`config.mk`:
```
export PLATFORM = sky130hd
export DESIGN_NAME = seq_divider
export DESIGN_NICKNAME = d
export VERILOG_FILES = /design/src/rtl/seq_divider.sv
export SDC_FILE = /design/constraint.sdc
export NUM_CORES = 1
export LEC_CHECK = 0
export ABC_AREA = 1
export CORE_ASPECT_RATIO = 1.4
export CORE_UTILIZATION = 30
export DETAILED_ROUTE_END_ITERATION = 8
export GPL_TIMING_DRIVEN = 1
export PLACE_DENSITY_LB_ADDON = 0.2
export SLEW_MARGIN = 0
export SYNTH_ARGS = -nofsm -noshare
export SYNTH_HDL_FRONTEND = slang
export SYNTH_SLANG_ARGS = --single-unit
```
`constraint.sdc`:
```
create_clock -name clk -period 3.4 [get_ports clk]
set_input_delay 0.68 -clock clk [delete_from_list [all_inputs] [get_ports clk]]
set_output_delay 0.68 -clock clk [all_outputs]
set_load 0.005 [all_outputs]
```
`src/rtl/seq_divider.sv`:
```
// Multi-cycle restoring divider with start/done handshake, signed mode and
// divide-by-zero detection. One quotient bit is resolved per clock.
module seq_divider #(
  parameter int WIDTH = 32
) (
  input  logic             clk,
  input  logic             reset,
  input  logic             start,
  input  logic             signed_mode,
  input  logic [WIDTH-1:0] dividend_in,
  input  logic [WIDTH-1:0] divisor_in,
  output logic             busy,
  output logic             done,
  output logic [WIDTH-1:0] quotient,
  output logic [WIDTH-1:0] remainder,
  output logic             div_by_zero
);

  localparam int CNT_W = $clog2(WIDTH + 1);
  localparam logic [CNT_W-1:0] LAST_STEP = CNT_W'(WIDTH - 1);

  typedef enum logic [1:0] {IDLE, RUN, FINISH} state_t;

  function automatic logic [WIDTH-1:0] magnitude(input logic [WIDTH-1:0] v,
                                                 input logic sgn);
    return (sgn && v[WIDTH-1]) ? ('0 - v) : v;
  endfunction

  function automatic logic [WIDTH-1:0] apply_sign(input logic [WIDTH-1:0] v,
                                                  input logic neg);
    return neg ? ('0 - v) : v;
  endfunction

  state_t           state_q, state_d;
  logic [CNT_W-1:0] cnt_q, cnt_d;
  logic [WIDTH-1:0] div_q, div_d;
  logic [WIDTH-1:0] rem_q, rem_d;
  logic [WIDTH-1:0] quo_q, quo_d;
  logic             neg_quo_q, neg_quo_d;
  logic             neg_rem_q, neg_rem_d;
  logic             zero_q, zero_d;
  logic             busy_q, busy_d;
  logic             done_q, done_d;
  logic [WIDTH-1:0] quotient_q, quotient_d;
  logic [WIDTH-1:0] remainder_q, remainder_d;
  logic             div_by_zero_q, div_by_zero_d;

  logic signed [WIDTH:0] trial;

  always_comb begin
    state_d       = state_q;
    cnt_d         = cnt_q;
    div_d         = div_q;
    rem_d         = rem_q;
    quo_d         = quo_q;
    neg_quo_d     = neg_quo_q;
    neg_rem_d     = neg_rem_q;
    zero_d        = zero_q;
    busy_d        = busy_q;
    done_d        = 1'b0;
    quotient_d    = quotient_q;
    remainder_d   = remainder_q;
    div_by_zero_d = div_by_zero_q;
    trial = signed'({rem_q, quo_q[WIDTH-1]}) - signed'({1'b0, div_q});

    case (state_q)
      IDLE: begin
        busy_d = 1'b0;
        if (start) begin
          busy_d    = 1'b1;
          rem_d     = '0;
          cnt_d     = '0;
          neg_quo_d = signed_mode & (dividend_in[WIDTH-1] ^ divisor_in[WIDTH-1]);
          neg_rem_d = signed_mode & dividend_in[WIDTH-1];
          if (divisor_in == '0) begin
            // The raw dividend rides in the quotient register to become the remainder.
            zero_d  = 1'b1;
            quo_d   = dividend_in;
            div_d   = '0;
            state_d = FINISH;
          end else begin
            zero_d  = 1'b0;
            quo_d   = magnitude(dividend_in, signed_mode);
            div_d   = magnitude(divisor_in, signed_mode);
            state_d = RUN;
          end
        end
      end
      RUN: begin
        if (trial >= 0) begin
          rem_d = trial[WIDTH-1:0];
          quo_d = {quo_q[WIDTH-2:0], 1'b1};
        end else begin
          rem_d = {rem_q[WIDTH-2:0], quo_q[WIDTH-1]};
          quo_d = {quo_q[WIDTH-2:0], 1'b0};
        end
        cnt_d = cnt_q + CNT_W'(1);
        if (cnt_q == LAST_STEP) state_d = FINISH;
      end
      FINISH: begin
        if (zero_q) begin
          quotient_d  = '1;
          remainder_d = quo_q;
        end else begin
          quotient_d  = apply_sign(quo_q, neg_quo_q);
          remainder_d = apply_sign(rem_q, neg_rem_q);
        end
        div_by_zero_d = zero_q;
        done_d        = 1'b1;
        busy_d        = 1'b0;
        state_d       = IDLE;
      end
      default: state_d = IDLE;
    endcase
  end

  always_ff @(posedge clk) begin
    if (!reset) begin
      state_q       <= IDLE;
      cnt_q         <= '0;
      div_q         <= '0;
      rem_q         <= '0;
      quo_q         <= '0;
      neg_quo_q     <= 1'b0;
      neg_rem_q     <= 1'b0;
      zero_q        <= 1'b0;
      busy_q        <= 1'b0;
      done_q        <= 1'b0;
      quotient_q    <= '0;
      remainder_q   <= '0;
      div_by_zero_q <= 1'b0;
    end else begin
      state_q       <= state_d;
      cnt_q         <= cnt_d;
      div_q         <= div_d;
      rem_q         <= rem_d;
      quo_q         <= quo_d;
      neg_quo_q     <= neg_quo_d;
      neg_rem_q     <= neg_rem_d;
      zero_q        <= zero_d;
      busy_q        <= busy_d;
      done_q        <= done_d;
      quotient_q    <= quotient_d;
      remainder_q   <= remainder_d;
      div_by_zero_q <= div_by_zero_d;
    end
  end

  assign busy        = busy_q;
  assign done        = done_q;
  assign quotient    = quotient_q;
  assign remainder   = remainder_q;
  assign div_by_zero = div_by_zero_q;

endmodule

```
==> metrics.md, run 1 <==
| Metric | Value |
|---|---|
| Outcome | `finished, final reports clean` |
| Most common cell after layout, fill and taps aside | `nand2_1` |
| Switching Share | `0.483` |
| #FFs+latches synth | `approximately 170` |
| WL per Instance | `around 17 microns` |
| CTS Hold Buffers Added | `0` |
| # port buffers | `134` |
| CP Capture Type | `flop` |
| Met3 wire length | `roughly 1400 microns` |
| Post-route cell area | `16300 sq um` |
| Worst-path clk slew | `~70 ps` |
| Die H | `~250 microns` |
| Initial Utilization | `0.304` |
| Gr ovfl total | `0` |
| Layout cells sized above 1 | `0.0753` |
| Placed cells | `between 2000 and 3000` |
| Layout Nets | `roughly 2500` |
| DP HPWL | `around 41000 microns` |
| Pre-antenna DRT Iters | `5` |
| Total Wirelength | `between 50000 and 60000 microns` |
| Highest clock rate | `0.354 GHz` |
| Pre-CTS setup slack | `roughly 220 ps` |
| Final clock skew | `10.1 ps` |
| Initial DRC count | `986` |
| Pwr/cell area | `slightly above 600 nW/um^2` |
| Final TNS setup | `0 ps` |
| Most frequent cells in the layout | `nand2_1, inv_1, nand3_1` |
| Sequential share of the synthesized area | `0.254` |
| Synth warn | `0` |
| Via/cell ratio | `4.87` |
| Cells after Synth | `about 2300` |
| Fin worst setup slack | `572 ps` |
| Mapped Nets | `2388` |
| Final hold violation count | `0` |
| Remaining antenna violation count | `0` |
| Fin util | `0.361` |
| Largest net degree at the start of global routing | `between 60 and 70` |
| Min Hold Slack | `between 400 and 500 ps` |
| Lkg Pwr | `7.56 nW` |
| WL met1 | `20200 microns` |
| Met2 Wirelength | `between 20000 and 30000 microns` |
| Antenna violations before repair | `0` |
| Final GP Congestion | `between 0.9 and 1` |
| Critical Path RT | `approximately 3700 ps` |
| Slew Limit Fails | `0` |
| Fillers | `4919` |
| CP startpoint kind | `flop` |
| Clock share of power | `0.209` |
| DR DRC count | `0` |
| Number of max-cap violations | `0` |
| Clk Latency, worst-skew pair | `approximately 460 ps` |
| Sink Count | `174` |
| Tot Pwr | `9.84 mW` |
| Kind of critical path | `flop to flop` |
| Post-CTS sizing | `0` |
| Internal power | `slightly above 5 mW` |
| CTS buffer count | `17` |
| R2R cell count | `17` |
| Dominant synthesized flop cell | `dfxtp_1` |
| IR drop worst, VDD | `roughly 0.4 mV` |
| Mean Syn Cell Area | `~6.0 sq um` |
| Site row count | `92` |
| Antenna diode count | `0` |
| R2R Path End | `rem_q[0]` |
| Slew HR | `0.371` |
| Postcts setup bufs | `0` |
| Final Cycle Share | `0.832` |
| Top sig layer | `met4` |
| Tightest Hold Check Type | `flop to flop` |
| RSZ-0062 raised after global routing | `no` |
| Reg-to-reg startpoint | `quo_q[31]` |
| Tmin final | `approximately 2800 ps` |
| Ports | `~140` |
| CORE AREA | `about 45000 sq um` |
| Finished Layout Cells | `between 3000 and 4000` |
| Most area-hungry cell type in the Yosys netlist | `dfxtp_1` |
| All-Layer GR Usage | `0.218` |
| Post-synth EDFFs | `0` |
| Async set-reset flop share out of synthesis | `0` |
| Root Driver | `clkbuf_16` |
| CTS tree | `done` |
| # setup viols final | `0` |
| Area delta synth->final | `18.7%` |
| H-tree depth | `4` |
| Worst-margin pin slew | `943 ps` |
| Top post-synthesis cells by area | `dfxtp_1, nand2_1, inv_1` |
| Vias in the first global route | `14151` |
| Wire length of the first global-routing pass | `roughly 78000 microns` |
| Flop pwr share | `0.247` |
| Crit path from | `quo_q[31]` |
| Top cell type's share of synthesized area | `0.254` |
| Die area | `roughly 47000 sq um` |
| Synth Cell Area | `between 10000 and 15000 sq um` |
| Worst-path maximum fanout | `22` |
| Critical path data arrival time | `between 3000 and 4000 ps` |
| Chip Width | `about 180 microns` |
| Count of cell types in the netlist | `51` |
| DR vias | `14605` |
| Combinational share of power | `0.544` |
| Post-Place Cell Area | `~16000 sq um` |
| R2R setup slack | `around 570 ps` |
| Switching Power | `about 4.7 mW` |
| Maximum clock path buffer count | `2` |
| Worst Setup EP | `rem_q[0]` |
[routing by layer]
| metal | vias up | GRT usage |
|---|---|---|
| met3 | 105 | 0.0172 |
| met4 | 0 | 0.147 |
| met1 | 6671 | 0.238 |
| li1 | 7505 | - |
| met2 | 324 | 0.403 |
| met5 | - | 0 |
[cell type report]
type	count	area, sq um	share of cell area
Multi-Input combinational cell	1660	8450	0.520
Sequential cell	174	3480	0.214
Timing Repair Buffer	161	1590	0.0980
Inverter	364	1370	0.0842
Tap cell	611	764	0.0470
Clock buffer	21	470	0.0289
Clock inverter	11	130	0.00800
[state kept, by name, indices dropped and copies added, names as in the netlist]
name	cells
busy	1
div_q	32
quo_q	32
rem_q	32
quotient	32
cnt_q	6
remainder	32
done	1
state_q	2
zero_q	1
neg_quo_q	1
div_by_zero	1
neg_rem_q	1
[Yosys cell counts (23+ instances only)]
cell      number
nand3_1      220
dfxtp_1      174
xor2_1        23
clkbuf_1      58
nor2_1       174
ha_1          37
a21oi_1      169
nand4_1       28
a31oi_1       23
nand2_1      650
inv_1        349
o21ai_0      101
nand2_4       26
nor3_1        48
[cells by family after synthesis]
logic type                 share of synthesized area
and+or+nand+nor                                0.405
buffers and inverters                          0.130
AOI/OAI and AO/OA                              0.151
DFF                                            0.254
adders and majority gates                     0.0353
xor gates and xnor gates                      0.0237
[how the worst min path moves through the flow]
stage / from / to / slack (ps) / cells after the start
after floorplan: cnt_q[5] / cnt_q[5] / 430 / 1
after global placement: busy / busy / 450 / 2
after detailed placement: div_q[23] / div_q[23] / 460 / 2
after CTS: div_q[23] / div_q[23] / 470 / 2
after global routing: div_q[27] / div_q[27] / 480 / 2
final: div_q[17] / div_q[17] / 470 / 2
[power groups by stage]
stage	sequential (mW)	clock (mW)	combinational, mW
after floorplan	2.38	0	4.09
after global placement	2.47	0	5.31
after detailed placement	2.47	0	5.34
after CTS	2.42	2.10	5.36
after global routing	2.45	2.18	5.96
final	2.43	2.06	5.35
[critical path, stage by stage, from the launching register on]
cell	delay (ps)
dfxtp_1	380
inv_1	110
ha_1	300
fa_1	440
inv_1	90
nand2_1	60
nand2_1	90
nand3_2	80
nand2_4	120
nand2_4	60
nand2_4	70
nand2_4	70
nand2_4	90
nand2_8	90
nand2_8	260
nand2_1	100
nand3_1	190
a21oi_1	90
(Power assumes the default switching activity.)
==> run 2: changes to the inputs <==
==> constraint.sdc (replaced) <==
create_clock -name clk -period 2.4 [get_ports clk]
set_input_delay 0.48 -clock clk [delete_from_list [all_inputs] [get_ports clk]]
set_output_delay 0.48 -clock clk [all_outputs]
set_load 0.005 [all_outputs]
==> metrics.md, run 2 (same netlist as run 1, synthesis figures left out) <==
| Metric | Value |
|---|---|
| Die area | `46500 sq um (unchanged)` |
| Area delta synth->final | `29.1%` |
| Total Wirelength | `51700 microns (+2.3%)` |
| Cell mode on critical path | `nand2_1` |
| Initial Utilization | `0.304 (unchanged)` |
| Worst-margin pin slew | `1090 ps (+143 ps)` |
| Final clock skew | `16.1 ps (+6.02 ps)` |
| CP Cell Sequence | `inv_1 -> ha_4 -> nand2_1 -> nand2_1 -> a21oi_4 -> nand2_4 -> buf_4 -> nand2_1 -> nand2_1 -> buf_4 -> xnor2_1 -> nand2_4 -> nand3_2 -> a21oi_2` |
| Gr ovfl total | `0 (unchanged)` |
| # setup viols final | `0 (unchanged)` |
| Pwr/cell area | `842 nW/um^2 (+39%)` |
| CTS tree | `done` |
| Final Cycle Share | `0.956 (+0.124)` |
| Switching Share | `0.478 (-0.00426)` |
| Root Driver | `clkbuf_16` |
| Final GP Congestion | `0.935 (+2.4%)` |
| Site row count | `92 (unchanged)` |
| Tightest Hold Check Type | `flop to flop` |
| Die H | `255 microns (unchanged)` |
| Flop pwr share | `0.227 (-0.020)` |
| Outcome | `finished, final reports clean` |
| Clk Latency, worst-skew pair | `460 ps (about the same)` |
| All-Layer GR Usage | `0.221 (+0.00311)` |
| IR drop worst, VDD | `0.652 mV (+61%)` |
| Antenna diode count | `0 (unchanged)` |
| WL per Instance | `16.4 microns (-2.7%)` |
| Layout Nets | `2638 (+6.2%)` |
| Slowest cell on crit path | `dfxtp_1` |
| Critical path data arrival time | `2620 ps (-540 ps)` |
| Maximum clock path buffer count | `2 (unchanged)` |
| CTS buffer count | `17 (unchanged)` |
| Min Hold Slack | `458 ps (-7.35 ps)` |
| Largest net degree at the start of global routing | `63 (-6.0%)` |
| CTS Hold Buffers Added | `0 (unchanged)` |
| Clock share of power | `0.188 (-0.021)` |
| Post-Place Cell Area | `16900 sq um (+7.8%)` |
| # port buffers | `134 (unchanged)` |
| Final hold violation count | `0 (unchanged)` |
| Chip Width | `183 microns (unchanged)` |
| Lkg Pwr | `8.33 nW (+10%)` |
| Critical Path RT | `2730 ps (-1010 ps)` |
| Antenna violations before repair | `0 (unchanged)` |
| Number of max-cap violations | `0 (unchanged)` |
| Most common cell after layout, fill and taps aside | `nand2_1` |
| CP startpoint kind | `flop` |
| Via/cell ratio | `4.81 (-1.2%)` |
| DR DRC count | `0 (unchanged)` |
| CP max stage delay | `310 ps (-130 ps)` |
| Initial DRC count | `988 (+0.20%)` |
| Worst-path clk slew | `80 ps (about the same)` |
| Kind of critical path | `flop to flop` |
| DR vias | `15173 (+3.9%)` |
| Ports | `135 (unchanged)` |
| Post-route cell area | `17700 sq um (+8.7%)` |
| Switching Power | `7.12 mW (+50%)` |
| Vias in the first global route | `14556 (+2.9%)` |
| Remaining antenna violation count | `0 (unchanged)` |
| Internal power | `7.77 mW (+53%)` |
| Worst-path maximum fanout | `4 (-82%)` |
| Pre-antenna DRT Iters | `8 (+3)` |
| Sink Count | `174 (unchanged)` |
| Tmin final | `2290 ps (-534 ps)` |
| H-tree depth | `4 (unchanged)` |
| CORE AREA | `45000 sq um (unchanged)` |
| Slew HR | `0.275 (-0.0956)` |
| Combinational share of power | `0.585 (+0.041)` |
| Slew Limit Fails | `0 (unchanged)` |
| DP HPWL | `42200 microns (+3.5%)` |
| Wire length of the first global-routing pass | `79500 microns (+1.5%)` |
| Highest clock rate | `0.436 GHz (+23%)` |
| Layout cells sized above 1 | `0.147 (+0.0721)` |
| Most frequent cells in the layout | `nand2_1, inv_1, nand3_1` |
| CP Capture Type | `flop` |
-- run 2: path summary, 6_finish.rpt --
| kind | from | endpoint | slack (ps) | cells past startpoint |
|---|---|---|---|---|
| setup / recovery | div_q[7] | rem_q[12] | 110 | 14 |
| hold / removal | cnt_q[5] | cnt_q[5] | 460 | 1 |
| setup reg to reg | div_q[7] | rem_q[12] | 110 | 14 |
| hold reg to reg | cnt_q[5] | cnt_q[5] | 460 | 1 |
-- run 2: per-stage QoR --
step	power, mW	std cells	util	TNS, ps	setup slack (ps)
3_3_place_gp	11.8	3122	0.375	-7240	-228
4_1_cts	14.8	3154	0.388	0	14.1
5_1_grt	16.0	3156	0.393	-8.24	-3.95
3_5_place_dp	11.9	3122	0.375	-8770	-258
2_1_floorplan	9.16	2282	-	0	160
6_report	14.9	3156	0.393	0	106
-- run 2: routing by layer --
layer,track usage,share of wire,wire length (microns)
met1,0.244,0.41,21100
met2,0.416,0.53,27200
met3,0.0188,0.021,1110
met4,0.122,0.045,2310
met5,0,0,0
-- run 2: cell type report --
class                      instances  area [sq um]
multi-input combinational       1660          8650
timing repair buffer             315          2840
tap                              611           764
fill                            4917         27300
sequential                       174          3490
inverter                         364          1370
clock buffer                      17           425
clock inverter                    15           145
-- run 2: timing repair --
item                                    in CTS  in global routing
gates cloned                                 0                  0
pin swaps                                    1                  4
buffers inserted                             0                  2
resized for setup                            7                 40
endpoints found under the setup margin      33                 33
-- run 2: critical path: cells and delay by family (launching register included) --
kind	cells	cell delay [ps]
AO/OA/AOI/OAI	2	240
XOR/XNOR	1	260
adder cells (fa/ha/maj)	1	280
buffers and inverters	3	560
flip-flops	1	310
AND/OR/NAND/NOR	7	500
-- run 2: power by group through the flow --
| stage | Clock, mW | Combinational (mW) | Sequential [mW] |
|---|---|---|---|
| floorplan | 0 | 5.79 | 3.37 |
| global placement | 0 | 8.40 | 3.43 |
| finish | 2.80 | 8.71 | 3.38 |
| CTS | 2.88 | 8.52 | 3.36 |
| global route | 2.97 | 9.61 | 3.40 |
| detailed placement | 0 | 8.44 | 3.43 |
